## src/rtl/ps2_key_encoder_tx.sv

```systemverilog
// ---------------------------------------------------------------------------
// ps2_key_encoder_tx
// Keyboard emulator: turns an ASCII character into its PS/2 Set-2 make code
// and plays the keystroke out as three device-to-host frames (make, F0, make).
// Used for loopback testing of a PS/2 receive chain and for scripted input.
//
// Parameters
//   CLK_DIV  clk cycles per PS/2 clock half-period
//   GAP_CYC  clk cycles of idle lines after each frame's stop bit
//
// Ports
//   i_clk         system clock, rising edge
//   i_reset       asynchronous active-high reset
//   i_char_in     ASCII character to send
//   i_char_valid  request, taken on a clock edge where it is high and o_ready=1
//   o_ready       1 = idle, can accept a character
//   o_bad_char    one-cycle pulse: the accepted character has no scan code
//   o_ps2_clk     PS/2 clock line (idle 1)
//   o_ps2_data    PS/2 data line (idle 1)
// ---------------------------------------------------------------------------
module ps2_key_encoder_tx #(
    parameter int CLK_DIV = 2500,
    parameter int GAP_CYC = 5000
) (
    input  logic       i_clk,
    input  logic       i_reset,
    input  logic [7:0] i_char_in,
    input  logic       i_char_valid,
    output logic       o_ready,
    output logic       o_bad_char,
    output logic       o_ps2_clk,
    output logic       o_ps2_data
);

    // One counter serves both half-periods and the inter-frame gap.
    localparam int CNT_MAX = (CLK_DIV > GAP_CYC) ? CLK_DIV : GAP_CYC;
    localparam int CNT_W   = $clog2(CNT_MAX + 1);

    localparam logic [CNT_W-1:0] HALF_LOAD = CNT_W'(CLK_DIV - 1);
    localparam logic [CNT_W-1:0] GAP_LOAD  = CNT_W'(GAP_CYC - 1);
    localparam logic [CNT_W-1:0] CNT_ZERO  = {CNT_W{1'b0}};
    localparam logic [CNT_W-1:0] CNT_ONE   = CNT_W'(1);

    typedef enum logic [2:0] {
        S_IDLE   = 3'd0,
        S_LOAD   = 3'd1,
        S_BIT_HI = 3'd2,
        S_BIT_LO = 3'd3,
        S_GAP    = 3'd4
    } state_t;

    // Odd parity bit: makes the count of ones in data+parity odd.
    function automatic logic odd_parity(input logic [7:0] b);
        return ~^b;
    endfunction

    // Serial frame, LSB first: start 0, data LSB first, odd parity, stop 1.
    function automatic logic [10:0] build_frame(input logic [7:0] b);
        return {1'b1, odd_parity(b), b, 1'b0};
    endfunction

    // ASCII to Set-2 make code; bit 8 flags a character that has a code.
    function automatic logic [8:0] encode_char(input logic [7:0] c);
        logic [8:0] r;
        case (c)
            8'h30:   r = {1'b1, 8'h45};  // '0'
            8'h31:   r = {1'b1, 8'h16};  // '1'
            8'h32:   r = {1'b1, 8'h1E};  // '2'
            8'h33:   r = {1'b1, 8'h26};  // '3'
            8'h34:   r = {1'b1, 8'h25};  // '4'
            8'h35:   r = {1'b1, 8'h2E};  // '5'
            8'h36:   r = {1'b1, 8'h36};  // '6'
            8'h37:   r = {1'b1, 8'h3D};  // '7'
            8'h38:   r = {1'b1, 8'h3E};  // '8'
            8'h39:   r = {1'b1, 8'h46};  // '9'
            8'h2B:   r = {1'b1, 8'h55};  // '+'
            8'h2A:   r = {1'b1, 8'h7C};  // '*'
            8'h3C:   r = {1'b1, 8'h41};  // '<'
            8'h3E:   r = {1'b1, 8'h49};  // '>'
            8'h3D:   r = {1'b1, 8'h5A};  // '='
            8'h45:   r = {1'b1, 8'h76};  // 'E'
            default: r = {1'b0, 8'h00};
        endcase
        return r;
    endfunction

    logic [8:0] w_enc;
    assign w_enc = encode_char(i_char_in);

    state_t           r_state;
    logic [7:0]       r_code;
    logic [10:0]      r_frame;
    logic [3:0]       r_bit;
    logic [1:0]       r_frame_idx;
    logic [CNT_W-1:0] r_cnt;

    // Keystroke sequencer. The line outputs are registered from the current
    // state, so they trail the state by one cycle; the first start bit thus
    // appears two edges after the accept edge, and the LOAD cycle plus the
    // GAP cycles give GAP_CYC+1 idle cycles between consecutive frames.
    always_ff @(posedge i_clk or posedge i_reset) begin
        if (i_reset) begin
            r_state     <= S_IDLE;
            r_code      <= 8'h00;
            r_frame     <= 11'h7FF;
            r_bit       <= 4'd0;
            r_frame_idx <= 2'd0;
            r_cnt       <= CNT_ZERO;
            o_ready     <= 1'b1;
            o_bad_char  <= 1'b0;
            o_ps2_clk   <= 1'b1;
            o_ps2_data  <= 1'b1;
        end else begin
            o_bad_char <= 1'b0;
            case (r_state)
                S_IDLE: begin
                    o_ps2_clk  <= 1'b1;
                    o_ps2_data <= 1'b1;
                    o_ready    <= 1'b1;
                    if (i_char_valid) begin
                        if (w_enc[8]) begin
                            r_code      <= w_enc[7:0];
                            r_frame_idx <= 2'd0;
                            o_ready     <= 1'b0;
                            r_state     <= S_LOAD;
                        end else begin
                            o_bad_char <= 1'b1;
                        end
                    end
                end
                S_LOAD: begin
                    o_ps2_clk  <= 1'b1;
                    o_ps2_data <= 1'b1;
                    r_frame    <= build_frame((r_frame_idx == 2'd1) ? 8'hF0 : r_code);
                    r_bit      <= 4'd0;
                    r_cnt      <= HALF_LOAD;
                    r_state    <= S_BIT_HI;
                end
                S_BIT_HI: begin
                    // Data may only change while the clock line is high.
                    o_ps2_clk  <= 1'b1;
                    o_ps2_data <= r_frame[r_bit];
                    if (r_cnt == CNT_ZERO) begin
                        r_cnt   <= HALF_LOAD;
                        r_state <= S_BIT_LO;
                    end else begin
                        r_cnt <= r_cnt - CNT_ONE;
                    end
                end
                S_BIT_LO: begin
                    o_ps2_clk <= 1'b0;
                    if (r_cnt == CNT_ZERO) begin
                        if (r_bit == 4'd10) begin
                            r_cnt   <= GAP_LOAD;
                            r_state <= S_GAP;
                        end else begin
                            r_bit   <= r_bit + 4'd1;
                            r_cnt   <= HALF_LOAD;
                            r_state <= S_BIT_HI;
                        end
                    end else begin
                        r_cnt <= r_cnt - CNT_ONE;
                    end
                end
                S_GAP: begin
                    o_ps2_clk  <= 1'b1;
                    o_ps2_data <= 1'b1;
                    if (r_cnt == CNT_ZERO) begin
                        if (r_frame_idx == 2'd2) begin
                            o_ready <= 1'b1;
                            r_state <= S_IDLE;
                        end else begin
                            r_frame_idx <= r_frame_idx + 2'd1;
                            r_state     <= S_LOAD;
                        end
                    end else begin
                        r_cnt <= r_cnt - CNT_ONE;
                    end
                end
                default: begin
                    o_ready    <= 1'b1;
                    o_ps2_clk  <= 1'b1;
                    o_ps2_data <= 1'b1;
                    r_state    <= S_IDLE;
                end
            endcase
        end
    end

endmodule

```

## config.mk

```make
export PLATFORM = sky130hd
export DESIGN_NAME = ps2_key_encoder_tx
export DESIGN_NICKNAME = d
export VERILOG_FILES = /design/src/rtl/ps2_key_encoder_tx.sv
export SDC_FILE = /design/constraint.sdc
export NUM_CORES = 1
export LEC_CHECK = 0
export BUFFER_PORTS_ARGS = -buffer_cell sky130_fd_sc_hd__buf_2
export CAP_MARGIN = 20
export CORE_MARGIN = 2
export CORE_UTILIZATION = 35
export CTS_BUF_LIST = sky130_fd_sc_hd__clkbuf_16
export DETAILED_ROUTE_END_ITERATION = 16
export MAX_ROUTING_LAYER = met4
export PLACE_DENSITY_LB_ADDON = 0.15
export SYNTH_ARGS = -nofsm -noshare
export SYNTH_HDL_FRONTEND = slang
export SYNTH_SLANG_ARGS = --single-unit
```

## constraint.sdc

```tcl
create_clock -name i_clk -period 6.5 [get_ports i_clk]
set_input_delay 0.975 -clock i_clk [delete_from_list [all_inputs] [get_ports i_clk]]
set_output_delay 0.975 -clock i_clk [all_outputs]
set_load 0.02 [all_outputs]
```

==> key figures, run 1 <==
Status
  – Outcome: finished clean

Run
  – MaxCap Viol Count: 0

Yosys
  – Seq/Total Area, Yosys: 38.4%
  – Post-Syn Nets: 338
  – Ys Warns: 0
  – Top area cells in the synthesized netlist: dfrtp_1, dfstp_2, o21ai_0
  – Post-synthesis cell type count: 70
  – Post-synth EDFFs: 0
  – Ys flop type: dfrtp_1
  – Synth Area in Simple Gates: 23.8%
  – Top cells by count, synth: nor2_1, dfrtp_1, nand2_1, o21ai_0, a21oi_1
  – Mux cell area share after synthesis: 2.77%
  – Yosys top cell area share: 26.4%
  – Most common cell in the synthesized netlist: nor2_1
  – Syn Std Cell Area: 0.00284 mm^2
  – Largest family of logic cells by synthesized area: compound AO/OA/AOI/OAI gates
  – Asr flop ratio synth: 100%
  – Adder-Cell Fraction of Synth Area: 2.20%
  – Largest area contributor in the synthesized netlist: dfrtp_1
  – Post-Synthesis Cells: 322
  – Mean Syn Cell Area: 8.83 um^2
  – Xor/xnor share of the synthesized area: 3.08%
  – #FFs+latches synth: 43
  – Post-synthesis compound-gate area fraction: 25.2%

Clock tree
  – Post-CTS Hold Fix Bufs: 0
  – Total clock sinks: 43
  – PostCTS Resize Cnt: 0
  – Clk buf depth: 2
  – Post-CTS setup buffers: 0
  – Cts bufs inserted: 5
  – Skew-Pair Late Insertion Delay: 0.28 ns
  – Clock Pin Slew Worst Setup and Hold Paths: 0.06 ns
  – Clk root buf: clkbuf_16
  – H-Tree Depth: 2
  – CTS tree: yes

Global route
  – Grt ovf: 0
  – Total track usage: 16.6%
  – Pin count of the biggest net entering global routing: 31
  – First-pass GRT wire length: 11300 um
  – Initial antenna violation count: 0
  – Vias in the first global route: 2211

STA
  – Final setup vio count: 0
  – Slew HR: 39.9%
  – RSZ-0062 raised after global routing: false
  – Max-slew violations: 0
  – Final hold violation count: 0
  – Worst setup margin: 3.75 ns
  – Setup Skew: 0.00567 ns
  – Least-Margin Pin Slew: 0.898 ns
  – F_max: 363 MHz
  – Crit path time final: 2.75 ns
  – Setup_tns: 0 ns
  – Period utilisation layout: 42.3%

Worst setup path
  – Worst EP required: 6.64 ns
  – Critical path buffers and inverters: 1
  – Crit Path Category: reg -> reg
  – CP top delay family: simple AND/OR/NAND/NOR gates
  – Reg2reg setup slack: 3.75 ns
  – Reg2reg path depth: 7
  – Worst path slowest cell: nand4b_1
  – Slowest stage delay, CP: 0.60 ns
  – Startpoint class of the critical path: flip-flop
  – CP endpoint kind: flip-flop
  – Crit Path Max Fanout: 12
  – Worst EP arrival: 2.90 ns
  – FF-to-FF Start: r_cnt[1]
  – Reg2Reg Capture Point: r_cnt[7]
  – Crit-path cells: inv_1, ha_1, nor3b_1, nand4b_1, and3_1, a2111oi_0, a311oi_1

Placed design
  – Post-DP HPWL: 4810 um
  – RePlAce Congestion: 0.779
  – DP Area: 0.00296 mm^2
  – Port Buffer Count: 14
  – Pre-CTS worst setup slack: 3.60 ns

Cells and area
  – N_diodes: 0
  – P&R area growth vs syn: 9.06%
  – Fin area: 0.00310 mm^2
  – Fraction of layout cells with a size suffix above 1: 15.1%
  – Fillers: 811
  – Net count, final: 339

Routing
  – Routed vias: 2419
  – Remaining antenna violation count: 0
  – DR DRC count: 0
  – Vias per cell: 5.68
  – DR pass1 iterations: 4
  – Routed length per instance: 16.0 um
  – Final wirelength: 6800 um
  – DRT iter0 DRCs: 88

Power
  – Power per standard cell area: 177 mW/mm^2
  – Worst vdd rail ir drop: 0.0000844 V
  – Design Power: 0.000548 W
  – Leakage: 1.17 nW

Min path
  – Min-Delay Startpoint: r_frame[2]
  – Hold path depth: 2
  – Worst hold endpoint: r_frame[2]
  – Worst min path class: reg -> reg

Floorplanning
  – Chip height: 94.1 um
  – Core Region: 0.00781 mm^2
  – Boundary pin count: 15
  – Chip Width: 94.1 um
  – Initial Util: 36.4%
  – Core Rows: 32
  – Die area: 0.00886 mm^2
## area by class of cell
| cell class | instances | area, um^2 | area share (%) |
|---|---|---|---|
| clock inverter | 3 | 12.5 | 0.403 |
| clock buffer | 5 | 125 | 4.03 |
| sequential | 43 | 1090 | 35.2 |
| timing repair buffer | 16 | 85.1 | 2.74 |
| inverter | 10 | 37.5 | 1.21 |
| multi-input combinational | 247 | 1620 | 52.3 |
| tap | 102 | 128 | 4.11 |
## tightest hold or removal path: cells and delay by family, from the launching register on
kind / cells / cell delay (ns)
flip-flops: 1 / 0.36
AO/OA/AOI/OAI: 1 / 0.06
AND/OR/NAND/NOR: 1 / 0.05
## cell usage in the layout (no fill, tap or decap), types with 3 or more instances in the layout
cell type | Yosys | layout
dfrtp_1 | 30 | 30
mux2_2 | 3 | 3
xor2_1 | 4 | 4
clkinv_1 | 1 | 3
o22ai_1 | 3 | 3
nor4b_1 | 3 | 3
buf_2 | 2 | 14
o41ai_1 | 3 | 3
a21oi_1 | 19 | 19
nand3_1 | 9 | 9
nand3b_1 | 4 | 4
or3_1 | 4 | 4
nor3b_1 | 6 | 6
nor3_1 | 7 | 7
nor4_1 | 6 | 6
clkbuf_16 | 0 | 5
dfstp_2 | 13 | 13
nand2_1 | 27 | 27
o21a_1 | 4 | 4
o211ai_1 | 4 | 4
o21ai_0 | 27 | 27
inv_1 | 9 | 9
a21o_1 | 3 | 3
nor2b_1 | 6 | 6
xnor2_1 | 6 | 6
ha_1 | 5 | 5
a31oi_1 | 5 | 5
a311oi_1 | 3 | 3
and4b_1 | 3 | 3
nor2_1 | 31 | 31
## state kept, by name (all words and copies together), names as in the netlist
register	flops
o_bad_char	1
o_ps2_clk	1
o_ps2_data	1
o_ready	1
r_bit	4
r_cnt	13
r_code	7
r_frame	10
r_frame_idx	2
r_state	3
## stage by stage
step                      instances  utilization (%)  hold slack [ns]
final                           426             39.7            0.477
after global routing            426             39.7            0.497
after CTS                       426             39.7            0.478
after detailed placement        418             38.0            0.469
after global placement          418             38.0            0.466
after floorplan                 322                -            0.450
## metal layers
metal  track usage (%)  share of wire (%)  vias to the layer above
met5                 -                  0                        -
met4              4.71               0.93                        0
met3              2.73                3.7                        5
met2              24.5                 45                       48
met1              23.5                 51                     1155
li1                  -                  -                     1211
## worst max path at each step
stage                 start        end  cells past startpoint
2_1_floorplan  i_char_in[4]  r_code[0]                      5
3_3_place_gp   i_char_in[3]  r_code[0]                      5
3_5_place_dp   i_char_in[3]  r_code[0]                      5
4_1_cts            r_cnt[4]   r_cnt[7]                      5
5_1_grt            r_cnt[4]   r_cnt[7]                      5
6_report           r_cnt[1]   r_cnt[7]                      7
## where the power goes
group | internal [W] | switching (W) | total [W] | leakage (nW)
clock network | 0.000139 | 0.000104 | 0.000243 | 0.0724
logic | 0.0000120 | 0.0000202 | 0.0000322 | 0.593
registers | 0.000271 | 0.00000135 | 0.000272 | 0.507
total | 0.000422 | 0.000126 | 0.000548 | 1.17
## logic make-up (layout without fill, tap and decap cells)
family / Yosys count / after routing
buffers and inverters: 32 / 34
xor gates and xnor gates: 10 / 10
adders and majority gates: 5 / 5
DFF: 43 / 43
and+or+nand+nor: 124 / 124
AOI/OAI and AO/OA: 103 / 103
muxes: 5 / 5
Power figures use the tool's default switching activity.
==> run 2, diff against run 1 <==
--- a/config.mk
+++ b/config.mk
@@ -5,6 +5,7 @@
 export SDC_FILE = /design/constraint.sdc
 export NUM_CORES = 1
 export LEC_CHECK = 0
+export ABC_AREA = 1
 export BUFFER_PORTS_ARGS = -buffer_cell sky130_fd_sc_hd__buf_2
 export CAP_MARGIN = 20
 export CORE_MARGIN = 2
==> constraint.sdc (replaced) <==
create_clock -name i_clk -period 2.5 [get_ports i_clk]
set_input_delay 0.375 -clock i_clk [delete_from_list [all_inputs] [get_ports i_clk]]
set_output_delay 0.375 -clock i_clk [all_outputs]
set_load 0.02 [all_outputs]
==> run 2 against run 1 <==
Count of clock-buffer cells in the layout is the same. Sequential share of layout area is 0.27 points lower. First-iteration DRC count is 23% higher. Critical path depth increased by 1. Via count down 0.99%. Synthesized cell count is 19% higher. Utilization rose by 0.51 points.
==> key figures, run 2 <==
Global route
  – Vias in the first global route: 2315 (was 2211)
  – Pin count of the biggest net entering global routing: 44 (was 31)
  – Initial antenna violation count: 0 (unchanged)
  – Total track usage: 15.9% (was 16.6%)
  – First-pass GRT wire length: 10800 um (was 11300 um)
  – Grt ovf: 0 (unchanged)

Clock tree
  – Clk buf depth: 2 (unchanged)
  – Skew-Pair Late Insertion Delay: 0.28 ns (about the same)
  – Post-CTS setup buffers: 0 (unchanged)
  – Cts bufs inserted: 5 (unchanged)
  – CTS tree: yes (unchanged)
  – Post-CTS Hold Fix Bufs: 0 (unchanged)
  – Total clock sinks: 43 (unchanged)
  – H-Tree Depth: 2 (unchanged)
  – PostCTS Resize Cnt: 0 (unchanged)
  – Clk root buf: clkbuf_16 (unchanged)
  – Clock Pin Slew Worst Setup and Hold Paths: 0.06 ns (about the same)

Yosys
  – Ys Warns: 0 (unchanged)
  – Top cells by count, synth: nand2_1, inv_1, nor2_1 (was nor2_1, dfrtp_1, nand2_1, o21ai_0, a21oi_1)
  – Post-synthesis cell type count: 37 (was 70)
  – Xor/xnor share of the synthesized area: 2.49% (was 3.08%)
  – Syn Std Cell Area: 0.00281 mm^2 (was 0.00284 mm^2)
  – Mux cell area share after synthesis: 0% (was 2.77%)
  – Largest area contributor in the synthesized netlist: dfrtp_1 (unchanged)
  – Asr flop ratio synth: 100% (unchanged)
  – #FFs+latches synth: 43 (unchanged)
  – Most common cell in the synthesized netlist: nand2_1 (was nor2_1)
  – Post-Synthesis Cells: 384 (was 322)
  – Post-synth EDFFs: 0 (unchanged)
  – Yosys top cell area share: 26.7% (was 26.4%)
  – Mean Syn Cell Area: 7.33 um^2 (was 8.83 um^2)
  – Largest family of logic cells by synthesized area: simple AND/OR/NAND/NOR gates (was compound AO/OA/AOI/OAI gates)
  – Seq/Total Area, Yosys: 38.8% (was 38.4%)
  – Adder-Cell Fraction of Synth Area: 2.22% (was 2.20%)
  – Synth Area in Simple Gates: 33.4% (was 23.8%)
  – Post-Syn Nets: 400 (was 338)
  – Top area cells in the synthesized netlist: dfrtp_1, nand2_1, dfstp_2 (was dfrtp_1, dfstp_2, o21ai_0)
  – Ys flop type: dfrtp_1 (unchanged)
  – Post-synthesis compound-gate area fraction: 13.6% (was 25.2%)

Power
  – Worst vdd rail ir drop: 0.000352 V (was 0.0000844 V)
  – Leakage: 1.58 nW (was 1.17 nW)
  – Design Power: 0.00315 W (was 0.000548 W)
  – Power per standard cell area: 1010 mW/mm^2 (was 177 mW/mm^2)

Routing
  – Final wirelength: 6090 um (was 6800 um)
  – DRT iter0 DRCs: 108 (was 88)
  – DR pass1 iterations: 4 (unchanged)
  – Routed length per instance: 12.1 um (was 16.0 um)
  – Routed vias: 2395 (was 2419)
  – Vias per cell: 4.74 (was 5.68)
  – DR DRC count: 0 (unchanged)
  – Remaining antenna violation count: 0 (unchanged)

Cells and area
  – Max reg flops: 13 (unchanged)
  – Largest Register: r_cnt (unchanged)
  – Commonest non-fill, non-tap cell in the layout: nand2_1 (was nor2_1)
  – Area of the multi-input gates: 0.00146 mm^2 (was 0.00162 mm^2)
  – Fraction of layout cells with a size suffix above 1: 19.1% (was 15.1%)
  – Largest registers: r_cnt: 13 flops, r_frame: 10 flops, r_code: 7 flops (unchanged)
  – P&R area growth vs syn: 11.1% (was 9.06%)
  – Most frequent cells in the layout: nand2_1, inv_1, nor2_1 (was nor2_1, dfrtp_1, nand2_1, o21ai_0, a21oi_1)
  – Net count, final: 418 (was 339)
  – N_diodes: 0 (unchanged)
  – Storage cell area: 0.00109 mm^2 (unchanged)
  – Fillers: 837 (was 811)

Placed design
  – Post-DP HPWL: 4580 um (was 4810 um)
  – Port Buffer Count: 14 (unchanged)
  – RePlAce Congestion: 0.896 (was 0.779)

STA
  – Max-slew violations: 0 (unchanged)
  – Period utilisation layout: 69.7% (was 42.3%)
  – Slew HR: 63.3% (was 39.9%)
  – Least-Margin Pin Slew: 0.550 ns (was 0.898 ns)
  – Setup Skew: 0.00512 ns (was 0.00567 ns)
  – Final setup vio count: 0 (unchanged)
  – Crit path time final: 1.74 ns (was 2.75 ns)
  – F_max: 574 MHz (was 363 MHz)
  – Final hold violation count: 0 (unchanged)
  – Setup_tns: 0 ns (unchanged)
  – RSZ-0062 raised after global routing: false (unchanged)

Worst setup path
  – Worst EP arrival: 1.90 ns (was 2.90 ns)
  – CP endpoint kind: flip-flop (unchanged)
  – Worst EP required: 2.66 ns (was 6.64 ns)
  – Startpoint class of the critical path: flip-flop (unchanged)
  – Crit Path Category: reg -> reg (unchanged)
  – Crit Path Max Fanout: 14 (was 12)

Floorplanning
  – Boundary pin count: 15 (unchanged)
  – Chip Width: 93.7 um (was 94.1 um)
  – Core Region: 0.00777 mm^2 (was 0.00781 mm^2)
  – Initial Util: 36.2% (was 36.4%)
  – Core Rows: 32 (unchanged)
  – Chip height: 93.7 um (was 94.1 um)
  – Die area: 0.00877 mm^2 (was 0.00886 mm^2)

Run
  – MaxCap Viol Count: 0 (unchanged)

Min path
  – Worst min path class: in -> async (was reg -> reg)

Status
  – Outcome: finished clean (unchanged)
[run 2: per-stage QoR]
stage          utilization (%)  worst slack, ns  cell area (um^2)  hold slack, ns  instances
2_1_floorplan                -            0.944              2810           0.433        384
5_1_grt                   40.2            0.457              3130           0.297        505
4_1_cts                   40.2            0.717              3130           0.243        505
6_report                  40.2            0.757              3130           0.216        505
3_3_place_gp              38.5            0.758              2990           0.439        497
3_5_place_dp              38.5            0.723              2990           0.445        497
[run 2: final cells by class]
| class | count | area share [%] |
|---|---|---|
| clock buffer | 5 | 4.00 |
| clock inverter | 3 | 0.360 |
| inverter | 63 | 7.57 |
| multi-input combinational | 274 | 46.6 |
| sequential | 43 | 34.9 |
| tap | 102 | 4.08 |
| timing repair buffer | 15 | 2.48 |
[run 2: final timing paths]
| path | depth (start not counted) | from | slack (ns) | end |
|---|---|---|---|---|
| min | 3 | i_reset | 0.22 | r_code[0] |
| max | 8 | r_state[2] | 0.76 | r_bit[3] |
| max reg2reg | 8 | r_state[2] | 0.76 | r_bit[3] |
| min in group i_clk | 3 | i_char_valid | 0.36 | o_bad_char |
| max in group asynchronous | 3 | i_reset | 1.91 | r_frame[0] |
| min reg2reg | 2 | r_frame[0] | 0.45 | r_frame[0] |
[run 2: worst max-delay path, stage by stage (launching register included)]
cell and delay, ns:
dfrtp_1 0.46, nor3_4 0.36, inv_1 0.28, nand2_1 0.15, nand2_2 0.11, nor2_1 0.11
nand2_1 0.05, nand2_1 0.06, nor2_1 0.03
[run 2: kinds of logic (layout without fill, tap and decap cells)]
kind of cell               Yosys count  in the layout
AOI/OAI and AO/OA                   60             60
xor gates and xnor gates             8              8
adders and majority gates            5              5
buffers and inverters               67             86
DFF                                 43             43
and+or+nand+nor                    201            201
[run 2: power by group]
group	total, W	switching (W)	internal, W
clock	0.000617	0.000258	0.000359
sequential	0.00118	0.000186	0.000993
combinational	0.00136	0.000884	0.000472
[run 2: per-layer routing]
layer	global-route usage (%)	share of wire, %
met1	21.9	52
met4	4.71	1.4
met2	24.4	43
met5	-	0
met3	2.65	3.4
